**config.mk**
```make
export PLATFORM = sky130hd
export DESIGN_NAME = csa_calc_slot
export DESIGN_NICKNAME = d
export VERILOG_FILES = /design/src/rtl/csa_pkg.sv /design/src/rtl/csa_calc_slot_iter.sv /design/src/rtl/csa_calc_slot.sv
export SDC_FILE = /design/constraint.sdc
export NUM_CORES = 1
export LEC_CHECK = 0
export BUFFER_PORTS_ARGS = -buffer_cell sky130_fd_sc_hd__buf_4
export CAP_MARGIN = 20
export CORE_ASPECT_RATIO = 1.2
export CORE_UTILIZATION = 54
export DETAILED_ROUTE_END_ITERATION = 10
export GPL_TIMING_DRIVEN = 1
export PLACE_DENSITY = 0.8
export SLEW_MARGIN = 0
export SYNTH_ARGS = -nofsm -noshare
export SYNTH_HDL_FRONTEND = slang
export SYNTH_SLANG_ARGS = --single-unit
```
**constraint.sdc**
```tcl
create_clock -name clk -period 3.9 [get_ports clk]
set_input_delay 0.195 -clock clk [delete_from_list [all_inputs] [get_ports clk]]
set_output_delay 0.195 -clock clk [all_outputs]
set_load 0.02 [all_outputs]
```
**src/rtl/csa_pkg.sv**
```systemverilog
// rtl/csa_pkg.sv - shared widths, job/result field offsets and slot state encoding
// Purpose: common constants for the CSA dispatcher, collector and calc slots.
// Ports: none (package).
package csa_pkg;

  localparam int AXI_DATA_WIDTH           = 32;
  localparam int CSA_CALC_IN_WIDTH        = 48;
  localparam int CSA_CALC_OUT_WIDTH       = 2 * AXI_DATA_WIDTH;
  localparam int CSA_IN_PARAMETER_LENGTH  = AXI_DATA_WIDTH * 5;
  localparam int CSA_OUT_PARAMETER_LENGTH = AXI_DATA_WIDTH * 7;

  // Field offsets, LSB-first, shared by the job word and the echoed result word.
  localparam int BLOCK_LSB       = 0;
  localparam int IN_LSB          = 32;
  localparam int TIMES_LSB       = 96;
  localparam int TIMES_START_LSB = 128;
  localparam int OUT_LSB         = 160;

  typedef logic [1:0] csa_state_t;

  localparam csa_state_t ST_IDLE   = 2'd0;
  localparam csa_state_t ST_ISSUE  = 2'd1;
  localparam csa_state_t ST_WAIT   = 2'd2;
  localparam csa_state_t ST_FINISH = 2'd3;

endpackage

```
**src/rtl/csa_calc_slot_iter.sv**
```systemverilog
// rtl/csa_calc_slot_iter.sv - iteration counter, bound compare and core_in adder
// Purpose: tracks the current iteration of a job and forms the calc input.
// Ports:
//   clk, rst    clock and synchronous active-high reset
//   load_i      load load_val_i (times_start) into the counter
//   step_i      advance the counter by one
//   times_i     exclusive upper bound of the iteration range
//   in_i        job key
//   done_o      counter has reached the bound (unsigned compare)
//   core_in_o   (in + iter) mod 2^CSA_CALC_IN_WIDTH
module csa_calc_slot_iter
  import csa_pkg::*;
(
  input  logic                         clk,
  input  logic                         rst,
  input  logic                         load_i,
  input  logic [AXI_DATA_WIDTH-1:0]    load_val_i,
  input  logic                         step_i,
  input  logic [AXI_DATA_WIDTH-1:0]    times_i,
  input  logic [CSA_CALC_IN_WIDTH-1:0] in_i,
  output logic                         done_o,
  output logic [CSA_CALC_IN_WIDTH-1:0] core_in_o
);

  logic [AXI_DATA_WIDTH-1:0] iter_q, iter_d;

  always_comb begin
    iter_d = iter_q;
    if (load_i) begin
      iter_d = load_val_i;
    end else if (step_i) begin
      // Only stepped while iter < times, so this never wraps.
      iter_d = iter_q + 32'd1;
    end
  end

  always_ff @(posedge clk) begin
    if (rst) begin
      iter_q <= '0;
    end else begin
      iter_q <= iter_d;
    end
  end

  assign done_o    = (iter_q >= times_i);
  // Sum is truncated to the key width; the pad bits never see a carry.
  assign core_in_o = in_i + CSA_CALC_IN_WIDTH'(iter_q);

endmodule

```
**src/rtl/csa_calc_slot.sv**
```systemverilog
// rtl/csa_calc_slot.sv - one calc lane: accept job, iterate external core, hold result
// Purpose: responder slot between the round-robin dispatcher and the collector.
// Build option: CSA_CALC_SLOT_OVERLAP_EN lets the next job run while a result awaits read.
// Ports:
//   clk, rst        clock and synchronous active-high reset
//   csa_in_full     slot cannot accept a job
//   csa_in_wen      job write strobe, csa_in sampled with it
//   csa_in          packed job {times_start, times, pad, in, block}
//   csa_out_ready   result held and readable
//   csa_out_ren     result read strobe
//   csa_out         packed result {out, job[159:0]}
//   core_start      one-cycle pulse starting one calc
//   core_in         calc input for the current iteration
//   core_done       calc finished, core_out valid
//   core_out        calc result
module csa_calc_slot
  import csa_pkg::*;
(
  input  logic                                clk,
  input  logic                                rst,
  output logic                                csa_in_full,
  input  logic                                csa_in_wen,
  input  logic [CSA_IN_PARAMETER_LENGTH-1:0]  csa_in,
  output logic                                csa_out_ready,
  input  logic                                csa_out_ren,
  output logic [CSA_OUT_PARAMETER_LENGTH-1:0] csa_out,
  output logic                                core_start,
  output logic [CSA_CALC_IN_WIDTH-1:0]        core_in,
  input  logic                                core_done,
  input  logic [CSA_CALC_OUT_WIDTH-1:0]       core_out
);

  csa_state_t                           state_q, state_d;
  logic [CSA_IN_PARAMETER_LENGTH-1:0]   job_q, job_d;
  logic                                 full_q, full_d;
  logic                                 ready_q, ready_d;
  logic                                 drain_q, drain_d;
  logic [CSA_CALC_OUT_WIDTH-1:0]        result_q, result_d;
  logic [CSA_OUT_PARAMETER_LENGTH-1:0]  out_q, out_d;
  logic                                 start_q, start_d;
  logic [CSA_CALC_IN_WIDTH-1:0]         core_in_q, core_in_d;

  logic                                 accept;
  logic                                 step;
  logic                                 iter_done;
  logic [CSA_CALC_IN_WIDTH-1:0]         iter_core_in;

  csa_calc_slot_iter u_iter (
    .clk        (clk),
    .rst        (rst),
    .load_i     (accept),
    .load_val_i (csa_in[TIMES_START_LSB +: AXI_DATA_WIDTH]),
    .step_i     (step),
    .times_i    (job_q[TIMES_LSB +: AXI_DATA_WIDTH]),
    .in_i       (job_q[IN_LSB +: CSA_CALC_IN_WIDTH]),
    .done_o     (iter_done),
    .core_in_o  (iter_core_in)
  );

  always_comb begin
    state_d   = state_q;
    job_d     = job_q;
    full_d    = full_q;
    ready_d   = ready_q;
    drain_d   = 1'b0;
    result_d  = result_q;
    out_d     = out_q;
    start_d   = 1'b0;
    core_in_d = core_in_q;
    accept    = 1'b0;
    step      = 1'b0;

    // drain_q blocks a load on the edge after a read so the collector,
    // which samples csa_out one cycle after ren, still sees the old value.
    if (csa_out_ren && ready_q) begin
      ready_d = 1'b0;
      drain_d = 1'b1;
`ifndef CSA_CALC_SLOT_OVERLAP_EN
      full_d  = 1'b0;
`endif
    end

    case (state_q)
      ST_IDLE: begin
        if (csa_in_wen && !full_q) begin
          accept   = 1'b1;
          job_d    = csa_in;
          full_d   = 1'b1;
          result_d = '0;
          state_d  = ST_ISSUE;
        end
      end
      ST_ISSUE: begin
        if (iter_done) begin
          state_d = ST_FINISH;
        end else begin
          start_d   = 1'b1;
          core_in_d = iter_core_in;
          state_d   = ST_WAIT;
        end
      end
      ST_WAIT: begin
        if (core_done) begin
          result_d = core_out;
          step     = 1'b1;
          state_d  = ST_ISSUE;
        end
      end
      ST_FINISH: begin
        if (!ready_q && !drain_q) begin
          out_d   = {result_q, job_q};
          ready_d = 1'b1;
`ifdef CSA_CALC_SLOT_OVERLAP_EN
          full_d  = 1'b0;
`endif
          state_d = ST_IDLE;
        end
      end
      default: state_d = ST_IDLE;
    endcase
  end

  always_ff @(posedge clk) begin
    if (rst) begin
      state_q   <= ST_IDLE;
      job_q     <= '0;
      full_q    <= 1'b0;
      ready_q   <= 1'b0;
      drain_q   <= 1'b0;
      result_q  <= '0;
      out_q     <= '0;
      start_q   <= 1'b0;
      core_in_q <= '0;
    end else begin
      state_q   <= state_d;
      job_q     <= job_d;
      full_q    <= full_d;
      ready_q   <= ready_d;
      drain_q   <= drain_d;
      result_q  <= result_d;
      out_q     <= out_d;
      start_q   <= start_d;
      core_in_q <= core_in_d;
    end
  end

  assign csa_in_full   = full_q;
  assign csa_out_ready = ready_q;
  assign csa_out       = out_q;
  assign core_start    = start_q;
  assign core_in       = core_in_q;

endmodule

```
==> impl_metrics.ini, run 1 <==
[outcome]
status = complete, no violations

[yosys]
synth_warnings = 0
async_flop_share_pct = 0
number_of_enable_type_register_cells_in_the_synthesized_netlist = 0
synth_area_per_cell_sq_um = 7.843
synth-main-ff-cell = dfxtp_1
syn-instance-count = 2757
synth_area_sq_um = 21620
synth_top_area_cell = dfxtp_1
nets_in_the_synthesized_netlist = 3052
synth_area_leaders = dfxtp_1 49%, nand2_1 16%, a21oi_1 12%
synthDominantCellAreaShare_pct = 49.44
sequential_area_share_after_synthesis_pct = 49.44
synth_cell_type_count = 60
postSynthRegisterBits = 534

[cts]
post_cts_buffers = 0
worst_setup_hold_path_clk_slew_ns = 0.06
tritoncts = done
post_cts_resize_count = 0
worstSkewPairLatency_ns = 0.59
cts_hold_buffers = 226
clock_sinks = 534
htreeDepth = 2
cts.root.buffer_cell = clkbuf_16
number_of_clock_buffers_inserted_by_tritoncts = 51
cts.path.max_buffers = 3

[min_path]
holdCritPathClass = in2reg

[critical_path]
worstPathRequired_ns = 4.42
critical-path-slowest-cell = or4b_1
worst-path-buf-inv = 0
timing.setup.critical_path_class = reg2reg
path_common_cell = a21oi_1
setup.worst_path.start_class = register
worst_setup_path_end_kind = register
critPathArrivalTime_ns = 3.93
largest_stage_delay_on_the_critical_path_ns = 0.65
critical_path.top_delay_family = simple AND/OR/NAND/NOR gates
worst_path_cell_chain = ha_1 -> a21oi_1 -> a2bb2oi_1 -> a21oi_1 -> o31a_1 -> or4b_1 -> or2_0 -> or4_1 -> a21oi_1
crit_path_max_fanout = 10

[sta]
final.setup_skew_ns = 0.01337
transition_time_at_the_pin_with_the_least_slew_margin_ns = 1.040
slew_headroom_pct = 30.67
min_period_over_period_pct = 87.46
pins_over_their_slew_limit = 0
final.setup.tns_ns = 0
setup_viol = 0
shortest_period_the_worst_path_allows_ns = 3.411
hold_viol_final = 0
fmaxAchievable_mhz = 293.2
grt_setup_unrepaired = false

[global_routing]
grt_overflow_total = 0
grt_pass1_vias = 22620
largest_net_degree_at_the_start_of_global_routing = 190
global_route_total_usage_across_every_layer_pct = 36.78
number_of_antenna_violations_at_the_first_check_in_global_routing = 7
wire_length_of_the_first_global_routing_pass_microns = 118900

[floorplan]
die_area_sq_um = 40850
rows = 79
initial_core_util_pct = 55.24
core_region_area_sq_um = 39140
design.portCount = 504
die_h_microns = 221.2
die_w_microns = 184.7

[run]
drv.max_cap_violation_count = 0

[cells_and_area]
nets = 3662
layout-drive-gt1-share_pct = 18.23
areaGrowthSynthToFinish_pct = 36.71
fin_cells = 3939
final_common_cell = nand2_1
layout_common_cells = 912 x nand2_1, 534 x dfxtp_1, 524 x a21oi_1

[power_and_ir_drop]
leakage_nw = 11.80
worst_ir_drop_vdd_v = 0.0003774
power_density_nw_per_um2 = 456.7

[drt]
via_per_inst = 5.720
drt-wirelength-per-cell_microns = 19.82
drt_first_iter_violations = 1802
antenna_violation_net_count_after_detailed_routing = 0
detailedRoute.firstPassIterationCount = 5
post-route-drc-count = 0
route.final.wire_length_microns = 78080
num_vias = 22530

[placed_design]
placed_cells_incl_taps = 3614
portBuffers = 503
globalplace.congestion = 0.8957
dp_hpwl_microns = 48280
==> registers in the layout, summed over array words and instances, names as in the netlist <==
name           count
drain_q            1
result_q          64
state_q            2
csa_out_ready      1
core_start         1
csa_out          224
job_q            160
csa_in_full        1
u_iter.iter_q     32
core_in           48
==> metrics by stage <==
step,total power [mW],hold slack [ns],util (%),instance area [sq um],setup WS [ns]
4_1_cts,13.45,0.01340,75.47,29540,0.5109
6_report,13.50,0.04789,75.52,29560,0.4891
5_1_grt,13.98,0.03195,75.52,29560,0.3070
3_3_place_gp,8.368,0.4350,65.47,25630,0.6012
2_1_floorplan,7.522,0.3310,-,21620,1.032
3_5_place_dp,8.418,0.4426,65.47,25630,0.5311
==> worst min-delay path, stage by stage <==
cell	delay, ns
buf_4	0.12
nand2_1	0.18
a21oi_1	0.09
==> final cells by class <==
class | instances | area, sq um
flip-flops and latches | 534 | 10690
fillers | 2668 | 9583
clock buffers | 69 | 1434
repair buffers | 749 | 6284
clock inverters | 23 | 217.7
diodes | 7 | 17.52
well taps | 526 | 658.1
multi-input cells | 1991 | 10110
inverters | 40 | 150.1
==> layer usage <==
metal / vias up / track usage (%) / routed length [microns]
met5: - / 0 / 0
met4: 0 / 23.09 / 4977
met3: 302 / 7.916 / 5870
met2: 1119 / 65.25 / 39430
met1: 10640 / 39.22 / 27810
li1: 10470 / - / -
==> Yosys cell counts (10+ instances only) <==
library cell	instances
nand2_1	913
dfxtp_1	534
a21oi_1	525
clkbuf_1	184
nand3_1	88
nor2_1	73
ha_1	65
xnor2_1	44
inv_1	40
a211oi_1	29
o21ai_0	28
a21o_1	21
nand4_1	19
and3_1	18
xor2_1	17
mux2i_1	14
and4_1	13
or3_1	12
nor3_1	10
==> final timing paths <==
| check | from | endpoint | slack [ns] | cells after the start |
|---|---|---|---|---|
| setup / recovery | u_iter.iter_q[25]$_SDFFE_PP0P_ | core_in[18]$_SDFFE_PP0P_ | 0.49 | 9 |
| hold / removal | csa_in[133] | u_iter.iter_q[5]$_SDFFE_PP0P_ | 0.05 | 3 |
| setup reg to reg | u_iter.iter_q[25]$_SDFFE_PP0P_ | core_in[18]$_SDFFE_PP0P_ | 0.49 | 9 |
| hold reg to reg | job_q[28]$_SDFFE_PP0P_ | csa_out[28]$_SDFFE_PP0P_ | 0.45 | 2 |
==> power by group <==
part / switching, mW / total (mW) / internal [mW]
logic: 1.53 / 2.49 / 0.954
registers: 0.312 / 6.09 / 5.78
clock network: 2.20 / 4.93 / 2.73
==> cells by family after synthesis <==
group	after synthesis	share of synthesized area [%]
adder cells (fa/ha/maj)	66	3.854
buffers and inverters	232	4.068
XOR/XNOR	61	2.471
flip-flops	534	49.44
AO/OA/AOI/OAI	664	16.90
AND/OR/NAND/NOR	1184	22.51
multiplexers	16	0.7522
Note: power is estimated with default switching activity, not from simulation.
==> run 2, diff against run 1 <==
- ABC_AREA: not set -> 1
- CORE_UTILIZATION: 54 -> 55
==> impl_metrics.ini, run 2 <==
[outcome]
status = complete, no violations

[cells_and_area]
final_common_cell = nor2_1
regArea_sq_um = 10690
n_fill_cell = 3159
areaGrowthSynthToFinish_pct = 32.93
layout-drive-gt1-share_pct = 15.65
largest_register_ffs = 224
finalInstanceArea_sq_um = 31440
nets = 4301
multi_input_comb_area_sq_um = 11040
layout_common_cells = 761 x nor2_1, 619 x nand2_1, 534 x dfxtp_1
finish.utilization_pct = 74.74

[cts]
clock_sinks = 534
post_cts_resize_count = 0
worstSkewPairLatency_ns = 0.60
tritoncts = done
cts.path.max_buffers = 3
worst_setup_hold_path_clk_slew_ns = 0.07
number_of_clock_buffers_inserted_by_tritoncts = 51
htreeDepth = 2
cts.root.buffer_cell = clkbuf_16

[drt]
drt_first_iter_violations = 2281
detailedRoute.firstPassIterationCount = 5
post-route-drc-count = 0
drt-wirelength-per-cell_microns = 19.06
num_vias = 25220
antenna_violation_net_count_after_detailed_routing = 0
via_per_inst = 5.484
route.final.wire_length_microns = 87640

[yosys]
synth_common_cells = 762 x nor2_1, 620 x nand2_1, 534 x dfxtp_1, 434 x o21ai_0, 297 x inv_1
synth_area_sq_um = 23650
synth_warnings = 0
synth_area_per_cell_sq_um = 6.958
sequential_area_share_after_synthesis_pct = 45.20
synth.most_common_cell = nor2_1
synth_top_area_cell = dfxtp_1
number_of_enable_type_register_cells_in_the_synthesized_netlist = 0
synth-main-ff-cell = dfxtp_1
syn-instance-count = 3399
synth_cell_type_count = 39
async_flop_share_pct = 0
nets_in_the_synthesized_netlist = 3694
postSynthRegisterBits = 534
synthDominantCellAreaShare_pct = 45.20
synth_area_leaders = dfxtp_1 45%, nor2_1 12%, nand2_1 9.8%

[critical_path]
critical-path-slowest-cell = nand3_4
largest_stage_delay_on_the_critical_path_ns = 0.66
setup.worst_path.start_class = register
worst_path_cell_chain = ha_1 -> a21o_1 -> nor2_1 -> nand3_1 -> nand2_1 -> nand2_1 -> nand2_2 -> nand3_4 -> a21oi_1 -> nor2_1
worstPathRequired_ns = 4.38
critPathArrivalTime_ns = 3.29
timing.setup.critical_path_class = reg2reg
worst_setup_path_end_kind = register
crit_path_max_fanout = 71

[global_routing]
largest_net_degree_at_the_start_of_global_routing = 272
global_route_total_usage_across_every_layer_pct = 39.10
grt_overflow_total = 0
number_of_antenna_violations_at_the_first_check_in_global_routing = 5
wire_length_of_the_first_global_routing_pass_microns = 134300
grt_pass1_vias = 24600

[sta]
hold_viol_final = 0
shortest_period_the_worst_path_allows_ns = 2.810
final.setup.tns_ns = 0
slew_headroom_pct = 20.83
transition_time_at_the_pin_with_the_least_slew_margin_ns = 1.188
fin_ws_ns = 1.090
setup_viol = 0
pins_over_their_slew_limit = 0
grt_setup_unrepaired = false
min_period_over_period_pct = 72.04
final.setup_skew_ns = 0.01224
fmaxAchievable_mhz = 355.9

[floorplan]
initial_core_util_pct = 56.22
rows = 82
die_w_microns = 191.3
die_area_sq_um = 43840
die_h_microns = 229.2
design.portCount = 504
core_region_area_sq_um = 42070

[power_and_ir_drop]
power.internal_mw = 10.46
power_density_nw_per_um2 = 499.8
power.switching_fraction_pct = 33.43
worst_ir_drop_vdd_v = 0.0004313
pwr-share-clk_pct = 32.5
power_frac_seq_pct = 42.1
power.total_mw = 15.71
leakage_nw = 15.22
p_comb_share_pct = 25.4
net-switching-power_mw = 5.253

[placed_design]
portBuffers = 503
area_post_placement_sq_um = 27540
worst_setup_slack_after_placement_ns = 1.137
globalplace.congestion = 0.9813
dp_hpwl_microns = 56970

[run]
drv.max_cap_violation_count = 0

[min_path]
holdCritPathClass = in2reg
[run 2: cell types whose count changed after synthesis, moves of 69 or more]
| cell | delta |
|---|---|
| nor2_1 | +689 |
| o21ai_0 | +406 |
| nand2_1 | -293 |
| a21oi_1 | -279 |
| inv_1 | +257 |
| clkbuf_1 | -69 |
[run 2: area by class of cell]
type                       instances  share of cell area [%]
multi-input combinational       2379                   35.13
sequential                       534                   34.00
timing repair buffer             738                   19.60
clock buffer                      72                   4.565
inverter                         302                   3.657
tap                              546                   2.173
clock inverter                    21                  0.8238
antenna                            6                 0.04776
[run 2: layer usage]
layer  share of wire, %  vias up  GRT usage, %  wire [microns]
met5                  0        -             0               0
met4                7.0        0         24.75            6151
met3                7.7      358         8.673            6774
met2                 48     1191         66.45           42150
met1                 37    11610         43.91           32560
li1                   -    12060             -               -
[run 2: power by group through the flow]
stage	Clock (mW)	Sequential, mW	Combinational (mW)
floorplan	0	6.81	2.17
global placement	0	6.68	3.65
detailed placement	0	6.69	3.68
CTS	5.12	6.58	3.89
global route	5.35	6.67	4.38
finish	5.10	6.62	3.99
[run 2: cell families (layout without fill, tap and decap cells)]
kind of cell,after synthesis,count (layout),share of synthesized area [%]
and+or+nand+nor,1561,1561,26.34
xor gates and xnor gates,35,35,1.296
buffers and inverters,486,1133,8.216
AOI/OAI and AO/OA,717,717,15.42
adders and majority gates,66,66,3.523
DFF,534,534,45.20
other,0,6,0
[run 2: worst paths after layout]
kind | start | to | slack (ns) | cells after the start
min | csa_in[147] | u_iter.iter_q[19]$_SDFFE_PP0P_ | 0.03 | 3
min reg2reg | result_q[29]$_SDFFE_PP0P_ | result_q[29]$_SDFFE_PP0P_ | 0.47 | 2
max reg2reg | u_iter.iter_q[7]$_SDFFE_PP0P_ | core_in[16]$_SDFFE_PP0P_ | 1.09 | 10
max | u_iter.iter_q[7]$_SDFFE_PP0P_ | core_in[16]$_SDFFE_PP0P_ | 1.09 | 10
[run 2: stage by stage]
step,hold WS (ns),cells
6_report,0.03159,4598
5_1_grt,0.02560,4597
4_1_cts,0.003535,4592
3_5_place_dp,0.4420,4280
3_3_place_gp,0.4371,4280
2_1_floorplan,0.3428,3399
[run 2: repair_timing]
action                                 CTS  global route
hold buffers                           219             0
buffers inserted                         0             0
endpoints found under the hold margin  237             0
[run 2: worst max-delay path: cells and delay by family (launching register included)]
family,cells,cell delay [ns]
AO/OA/AOI/OAI,2,0.58
adder cells (fa/ha/maj),1,0.32
flip-flops,1,0.50
AND/OR/NAND/NOR,7,1.30
